<file path="config.mk">
export PLATFORM = sky130hd
export DESIGN_NAME = alu_seq
export DESIGN_NICKNAME = d
export VERILOG_FILES = /design/src/rtl/alu_seq.sv
export SDC_FILE = /design/constraint.sdc
export NUM_CORES = 1
export LEC_CHECK = 0
export CORE_ASPECT_RATIO = 0.7
export CORE_MARGIN = 5
export CORE_UTILIZATION = 35
export CTS_CLUSTER_SIZE = 28
export DETAILED_ROUTE_END_ITERATION = 10
export GPL_TIMING_DRIVEN = 0
export PLACE_DENSITY_LB_ADDON = 0.12
export SLEW_MARGIN = 20
export SYNTH_ARGS = -nofsm -noshare
export SYNTH_HDL_FRONTEND = slang
export SYNTH_SLANG_ARGS = --single-unit
</file>
<file path="constraint.sdc">
create_clock -name clk_i -period 4.8 [get_ports clk_i]
set_input_delay 0.96 -clock clk_i [delete_from_list [all_inputs] [get_ports clk_i]]
set_output_delay 0.96 -clock clk_i [all_outputs]
set_load 0.005 [all_outputs]
</file>
<file path="src/rtl/alu_seq.sv">
// ---------------------------------------------------------------------------
// alu_seq -- sequential execute-stage ALU
//
// Runs the operation selected by the 4-bit ALU control code on two operands.
// AND/OR/ADD/SUB/SLT/NOR and unknown codes (NOP) finish in one cycle. MUL is
// an iterative shift-add that takes WIDTH cycles. Every result, flag and
// completion pulse is registered.
//
// Ports
//   clk_i       clock, rising edge
//   rst_i       asynchronous active-high reset
//   start_i     request, accepted only while busy_o = 0
//   ALUCtrl_i   op code: 0 AND, 1 OR, 2 ADD, 3 MUL, 6 SUB, 7 SLT, 12 NOR,
//               anything else NOP
//   src1_i      operand A, sampled at acceptance
//   src2_i      operand B, sampled at acceptance
//   busy_o      high while a MUL is iterating
//   done_o      one-cycle pulse when result_o/zero_o/overflow_o update
//   result_o    last completed result
//   zero_o      result_o == 0
//   overflow_o  signed overflow of the last ADD/SUB, else 0
// ---------------------------------------------------------------------------
module alu_seq #(
    parameter int WIDTH = 32
) (
    input  logic             clk_i,
    input  logic             rst_i,
    input  logic             start_i,
    input  logic [3:0]       ALUCtrl_i,
    input  logic [WIDTH-1:0] src1_i,
    input  logic [WIDTH-1:0] src2_i,
    output logic             busy_o,
    output logic             done_o,
    output logic [WIDTH-1:0] result_o,
    output logic             zero_o,
    output logic             overflow_o
);

    localparam int CNT_W = $clog2(WIDTH);
    localparam logic [CNT_W-1:0] LAST_IT = CNT_W'(WIDTH - 1);

    typedef enum logic {
        S_IDLE = 1'b0,
        S_MUL  = 1'b1
    } state_t;

    state_t r_state;
    state_t w_next;

    logic [WIDTH-1:0] r_mcand;
    logic [WIDTH-1:0] r_mplier;
    logic [WIDTH-1:0] r_acc;
    logic [CNT_W-1:0] r_cnt;

    logic             w_single;
    logic             w_mul_start;
    logic             w_mul_done;

    logic [WIDTH-1:0] w_sum;
    logic [WIDTH-1:0] w_diff;
    logic             w_add_ov;
    logic             w_sub_ov;
    logic [WIDTH-1:0] w_alu_res;
    logic             w_alu_ov;
    logic [WIDTH-1:0] w_addend;
    logic [WIDTH-1:0] w_acc_next;

    // Single-cycle datapath
    assign w_sum    = src1_i + src2_i;
    assign w_diff   = src1_i - src2_i;
    assign w_add_ov = (src1_i[WIDTH-1] == src2_i[WIDTH-1]) &&
                      (w_sum[WIDTH-1]  != src1_i[WIDTH-1]);
    assign w_sub_ov = (src1_i[WIDTH-1] != src2_i[WIDTH-1]) &&
                      (w_diff[WIDTH-1] != src1_i[WIDTH-1]);

    always_comb begin
        w_alu_res = '0;
        w_alu_ov  = 1'b0;
        case (ALUCtrl_i)
            4'd0:    w_alu_res = src1_i & src2_i;
            4'd1:    w_alu_res = src1_i | src2_i;
            4'd2: begin
                w_alu_res = w_sum;
                w_alu_ov  = w_add_ov;
            end
            4'd6: begin
                w_alu_res = w_diff;
                w_alu_ov  = w_sub_ov;
            end
            // Sign of the difference corrected by overflow gives the true
            // signed less-than even when A - B wraps.
            4'd7:    w_alu_res = {{(WIDTH-1){1'b0}}, w_diff[WIDTH-1] ^ w_sub_ov};
            4'd12:   w_alu_res = ~(src1_i | src2_i);
            default: w_alu_res = '0;
        endcase
    end

    // Multiply step: add the shifted multiplicand when the current
    // multiplier LSB is set; only the low WIDTH bits are kept.
    assign w_addend   = r_mplier[0] ? r_mcand : '0;
    assign w_acc_next = r_acc + w_addend;

    // State register
    always_ff @(posedge clk_i or posedge rst_i) begin
        if (rst_i) begin
            r_state <= S_IDLE;
        end else begin
            r_state <= w_next;
        end
    end

    // Next-state and step control
    always_comb begin
        w_next      = r_state;
        w_single    = 1'b0;
        w_mul_start = 1'b0;
        w_mul_done  = 1'b0;
        case (r_state)
            S_IDLE: begin
                if (start_i) begin
                    if (ALUCtrl_i == 4'd3) begin
                        w_mul_start = 1'b1;
                        w_next      = S_MUL;
                    end else begin
                        w_single = 1'b1;
                    end
                end
            end
            S_MUL: begin
                // The edge that consumes the last multiplier bit also
                // publishes the product.
                if (r_cnt == LAST_IT) begin
                    w_mul_done = 1'b1;
                    w_next     = S_IDLE;
                end
            end
            default: w_next = S_IDLE;
        endcase
    end

    // Datapath and output registers
    always_ff @(posedge clk_i or posedge rst_i) begin
        if (rst_i) begin
            r_mcand    <= '0;
            r_mplier   <= '0;
            r_acc      <= '0;
            r_cnt      <= '0;
            result_o   <= '0;
            zero_o     <= 1'b0;
            overflow_o <= 1'b0;
            done_o     <= 1'b0;
        end else begin
            done_o <= w_single | w_mul_done;

            if (w_mul_start) begin
                r_mcand  <= src1_i;
                r_mplier <= src2_i;
                r_acc    <= '0;
                r_cnt    <= '0;
            end else if (r_state == S_MUL) begin
                r_acc    <= w_acc_next;
                r_mcand  <= r_mcand << 1;
                r_mplier <= r_mplier >> 1;
                r_cnt    <= r_cnt + CNT_W'(1);
            end

            if (w_single) begin
                result_o   <= w_alu_res;
                zero_o     <= (w_alu_res == '0);
                overflow_o <= w_alu_ov;
            end else if (w_mul_done) begin
                result_o   <= w_acc_next;
                zero_o     <= (w_acc_next == '0);
                overflow_o <= 1'b0;
            end
        end
    end

    assign busy_o = (r_state == S_MUL);

endmodule

</file>
==> summary.md <==
| Metric | Value |
|---|---|
| Met3 wire length | 4.78 mm |
| Final core occ | 43.8% |
| Top Metal Used | met4 |
| Least-Margin Pin Slew | 1.19 ns |
| CTS tree | built |
| Detailed Route WL | 57.6 mm |
| Gr ovfl total | 0 |
| # setup viols final | 1 |
| Worst slew margin | 20.6% |
| Root buffer cell | clkbuf_16 |
| Antenna cells | 0 |
| Row Count | 59 |
| Synth area leader | dfrtp_1 |
| Die W | 243 um |
| DP HPWL | 45.9 mm |
| RR Startpoint | r_mplier[0] |
| Core Footprint | 37400 um^2 |
| Detailed Routing Iterations Pass 1 | 6 |
| Final Critical Period | 5.42 ns |
| Reg2Reg Depth | 15 |
| Initial antenna violation count | 0 |
| Startpoint Class | input pin |
| Critical path arrival | 5.80 ns |
| Top-count cell post-synth | nand2_1 |
| Proportion of layout cells with a drive suffix above 1 | 12.6% |
| WHS Endpoint | r_mplier[21] |
| Run status | complete, but fails checks |
| Via density | 5.97 |
| Hold_ws | 0.485 ns |
| Syn_nets | 1969 |
| MaxCap Viol Count | 0 |
| Htree depth | 4 |
| Avg WL per Cell | 23.9 um |
| Slew Viols, Final | 0 |
| GRT Util Overall | 26.6% |
| Mapped Area | 13300 um^2 |
| First-pass GRT wire length | 86.9 mm |
| Flops & latches, synth | 137 |
| Synthesis Warnings | 0 |
| Detail Route Antenna Nets | 0 |
| Fill cells | 3828 |
| Placed cell area | 15000 um^2 |
| Critical Path Fanout Max | 5 |
| Met2 wire length | 23.1 mm |
| Syn Inst Count | 1758 |
| Layout Nets | 2119 |
| Drt initial violations | 1796 |
| Largest net degree at the start of global routing | 82 |
| Unrepaired setup endpoints after global routing | yes |
| Clk slew on worst S/H paths | 0.07 ns |
| Clk sinks | 137 |
| Period utilisation layout | 113% |
| Post-synth EDFFs | 0 |
| Max Root-Sink Buffers | 2 |
| Ys flop type | dfrtp_1 |
| Clk_lat worst skew | 0.45 ns |
| RePlAce Congestion | 0.968 |
| List of most frequent post-synthesis cells | nand2_1 (231), a21oi_1 (173), o21ai_0 (168) |
| Worst EP required | 5.18 ns |
| R2r setup slk | -0.33 ns |
| Fmax | 0.185 GHz |
| Setup crit start | src2_i[2] |
| Ys async rst share | 100% |
| Area of the multi-input gates | 9470 um^2 |
| Peak VDD IR | 265 uV |
| Place WS | -2.42 ns |
| Distinct cells, synth | 88 |
| Area delta synth->final | 23.1% |
| R2R Path End | zero_o |
| CP Capture Type | flip-flop |
| Full die area | 42000 um^2 |
| Vias in the first global route | 13735 |
| Die Ht | 173 um |
| DRC errors left | 0 |
| Worst hold path startpoint | r_mplier[22] |
| Via count | 14372 |
| Pwr dens | 375 nW/um^2 |
| CTS buffer count | 17 |
| Mean post-synth cell area | 7.55 um^2 |
| Final instance area | 16300 um^2 |
| Clk_skew | 0.0148 ns |
| Initial Util | 35.6% |
| Tightest Hold Check Type | reg -> reg |
| Lkg Pwr | 7.08 nW |
| I/O Pins | 107 |
| Reg area | 3430 um^2 |
| Failing checks | setup timing |
| Setup TNS Final | -0.619 ns |
| Buffers on Ports | 103 |
| Fin worst setup slack | -0.619 ns |
| Final hold violations | 0 |
| Hold Crit Depth | 2 |
| Post-synthesis sequential area ratio | 25.8% |
| Setup CP Type | in -> reg |
| Wl on met1 | 27.7 mm |
| Top-area cell type share of the netlist area | 25.8% |
| Synth top area cells | dfrtp_1 (26%), ha_1 (13%), nand2_1 (6.5%) |
[worst max-delay path by stage]
stage	to	depth (start not counted)
final	zero_o	27
after global routing	zero_o	27
after CTS	zero_o	28
after detailed placement	zero_o	28
after global placement	done_o	2
after floorplan	zero_o	27
[placed cells by master (no fill, tap or decap), types with 12 or more instances in the layout]
cell / netlist / layout
o31ai_1: 16 / 16
a211oi_1: 13 / 12
a221oi_1: 16 / 16
buf_2: 16 / 13
and2_1: 38 / 38
nand2_1: 231 / 229
o21ai_1: 15 / 18
a21o_1: 19 / 19
a21oi_1: 173 / 170
clkbuf_16: 0 / 17
nor2b_1: 24 / 23
nor3_1: 23 / 22
o211ai_1: 17 / 17
inv_2: 3 / 35
buf_6: 2 / 12
o21a_1: 12 / 12
dlygate4sd2_1: 0 / 18
inv_1: 108 / 65
nor2_1: 165 / 156
dfrtp_1: 137 / 137
o21ai_0: 168 / 163
nand3_1: 28 / 26
ha_4: 0 / 23
clkbuf_1: 81 / 73
mux2i_1: 17 / 17
buf_4: 4 / 39
xnor2_1: 26 / 26
a22oi_1: 30 / 30
nor4_1: 14 / 12
clkdlybuf4s50_1: 0 / 64
ha_1: 136 / 110
nand4_1: 19 / 19
a221o_1: 23 / 23
[sequential cells by signal (all words and copies together) (netlist names)]
name / flops
r_mcand: 32
overflow_o: 1
result_o: 32
done_o: 1
busy_o: 1
r_mplier: 32
r_cnt: 5
zero_o: 1
r_acc: 32
[worst max-delay path: stages]
cell and delay (ns):
dlygate4sd2_1 0.27, inv_2 0.12, ha_4 0.23, nand2b_4 0.08
o311ai_4 0.14, a211oi_4 0.29, and4bb_4 0.31, o21ai_2 0.15
nor2_2 0.07, o21ai_2 0.17, a21oi_2 0.09, nor2_1 0.09
nor2_1 0.04, nor2_1 0.08, nor2_1 0.07, fa_2 0.41
nand3_2 0.09, o311ai_2 0.10, a221o_1 0.35, nor2_2 0.11
nand4b_1 0.11, nor4b_2 0.23, nand4_1 0.20, or4_4 0.59
nor4_4 0.22, nand3_1 0.13, nand3_1 0.08
[metrics by stage]
step | power [mW] | cells
floorplan | 3.43 | 1758
global placement | 4.53 | 2349
detailed placement | 4.57 | 2351
CTS | 6.08 | 2400
global route | 6.50 | 2409
finish | 6.13 | 2409
[power breakdown]
part	internal (mW)	switching (mW)	total (mW)
combinational	1.09	1.71	2.80
clock	0.786	0.629	1.42
sequential	1.58	0.337	1.91
[layer usage]
layer / GRT usage (%) / vias to the layer above
met5: 0 / -
met4: 8.93 / 0
met3: 5.76 / 100
met2: 37.6 / 655
met1: 39.9 / 6995
li1: - / 6622
[repair_timing]
item                                    in CTS  in global routing
endpoints found under the setup margin       5                  1
hold buffers                                 0                  0
gates resized for setup                    220                 32
hold endpoints to repair                     0                  0
setup buffers                               26                 10
pin swaps                                   29                 27
[final cells by class]
cell class,instances,area share [%]
clock buffer,17,2.60
sequential,137,21.0
inverter,112,2.77
timing repair buffer,141,8.01
buffer,100,2.90
tap,488,3.74
clock inverter,15,1.09
multi-input combinational,1399,57.9
[logic make-up (layout without fill, tap and decap cells)]
group	Yosys count	in the layout	share of synthesized area, %
AO/OA/AOI/OAI	611	611	29.6
AND/OR/NAND/NOR	592	592	20.6
buffers and inverters	222	385	6.66
adder cells (fa/ha/maj)	140	140	13.4
flip-flops	137	137	25.8
XOR/XNOR	37	37	2.44
multiplexers	19	19	1.45
Note: power is estimated with default switching activity, not from simulation.
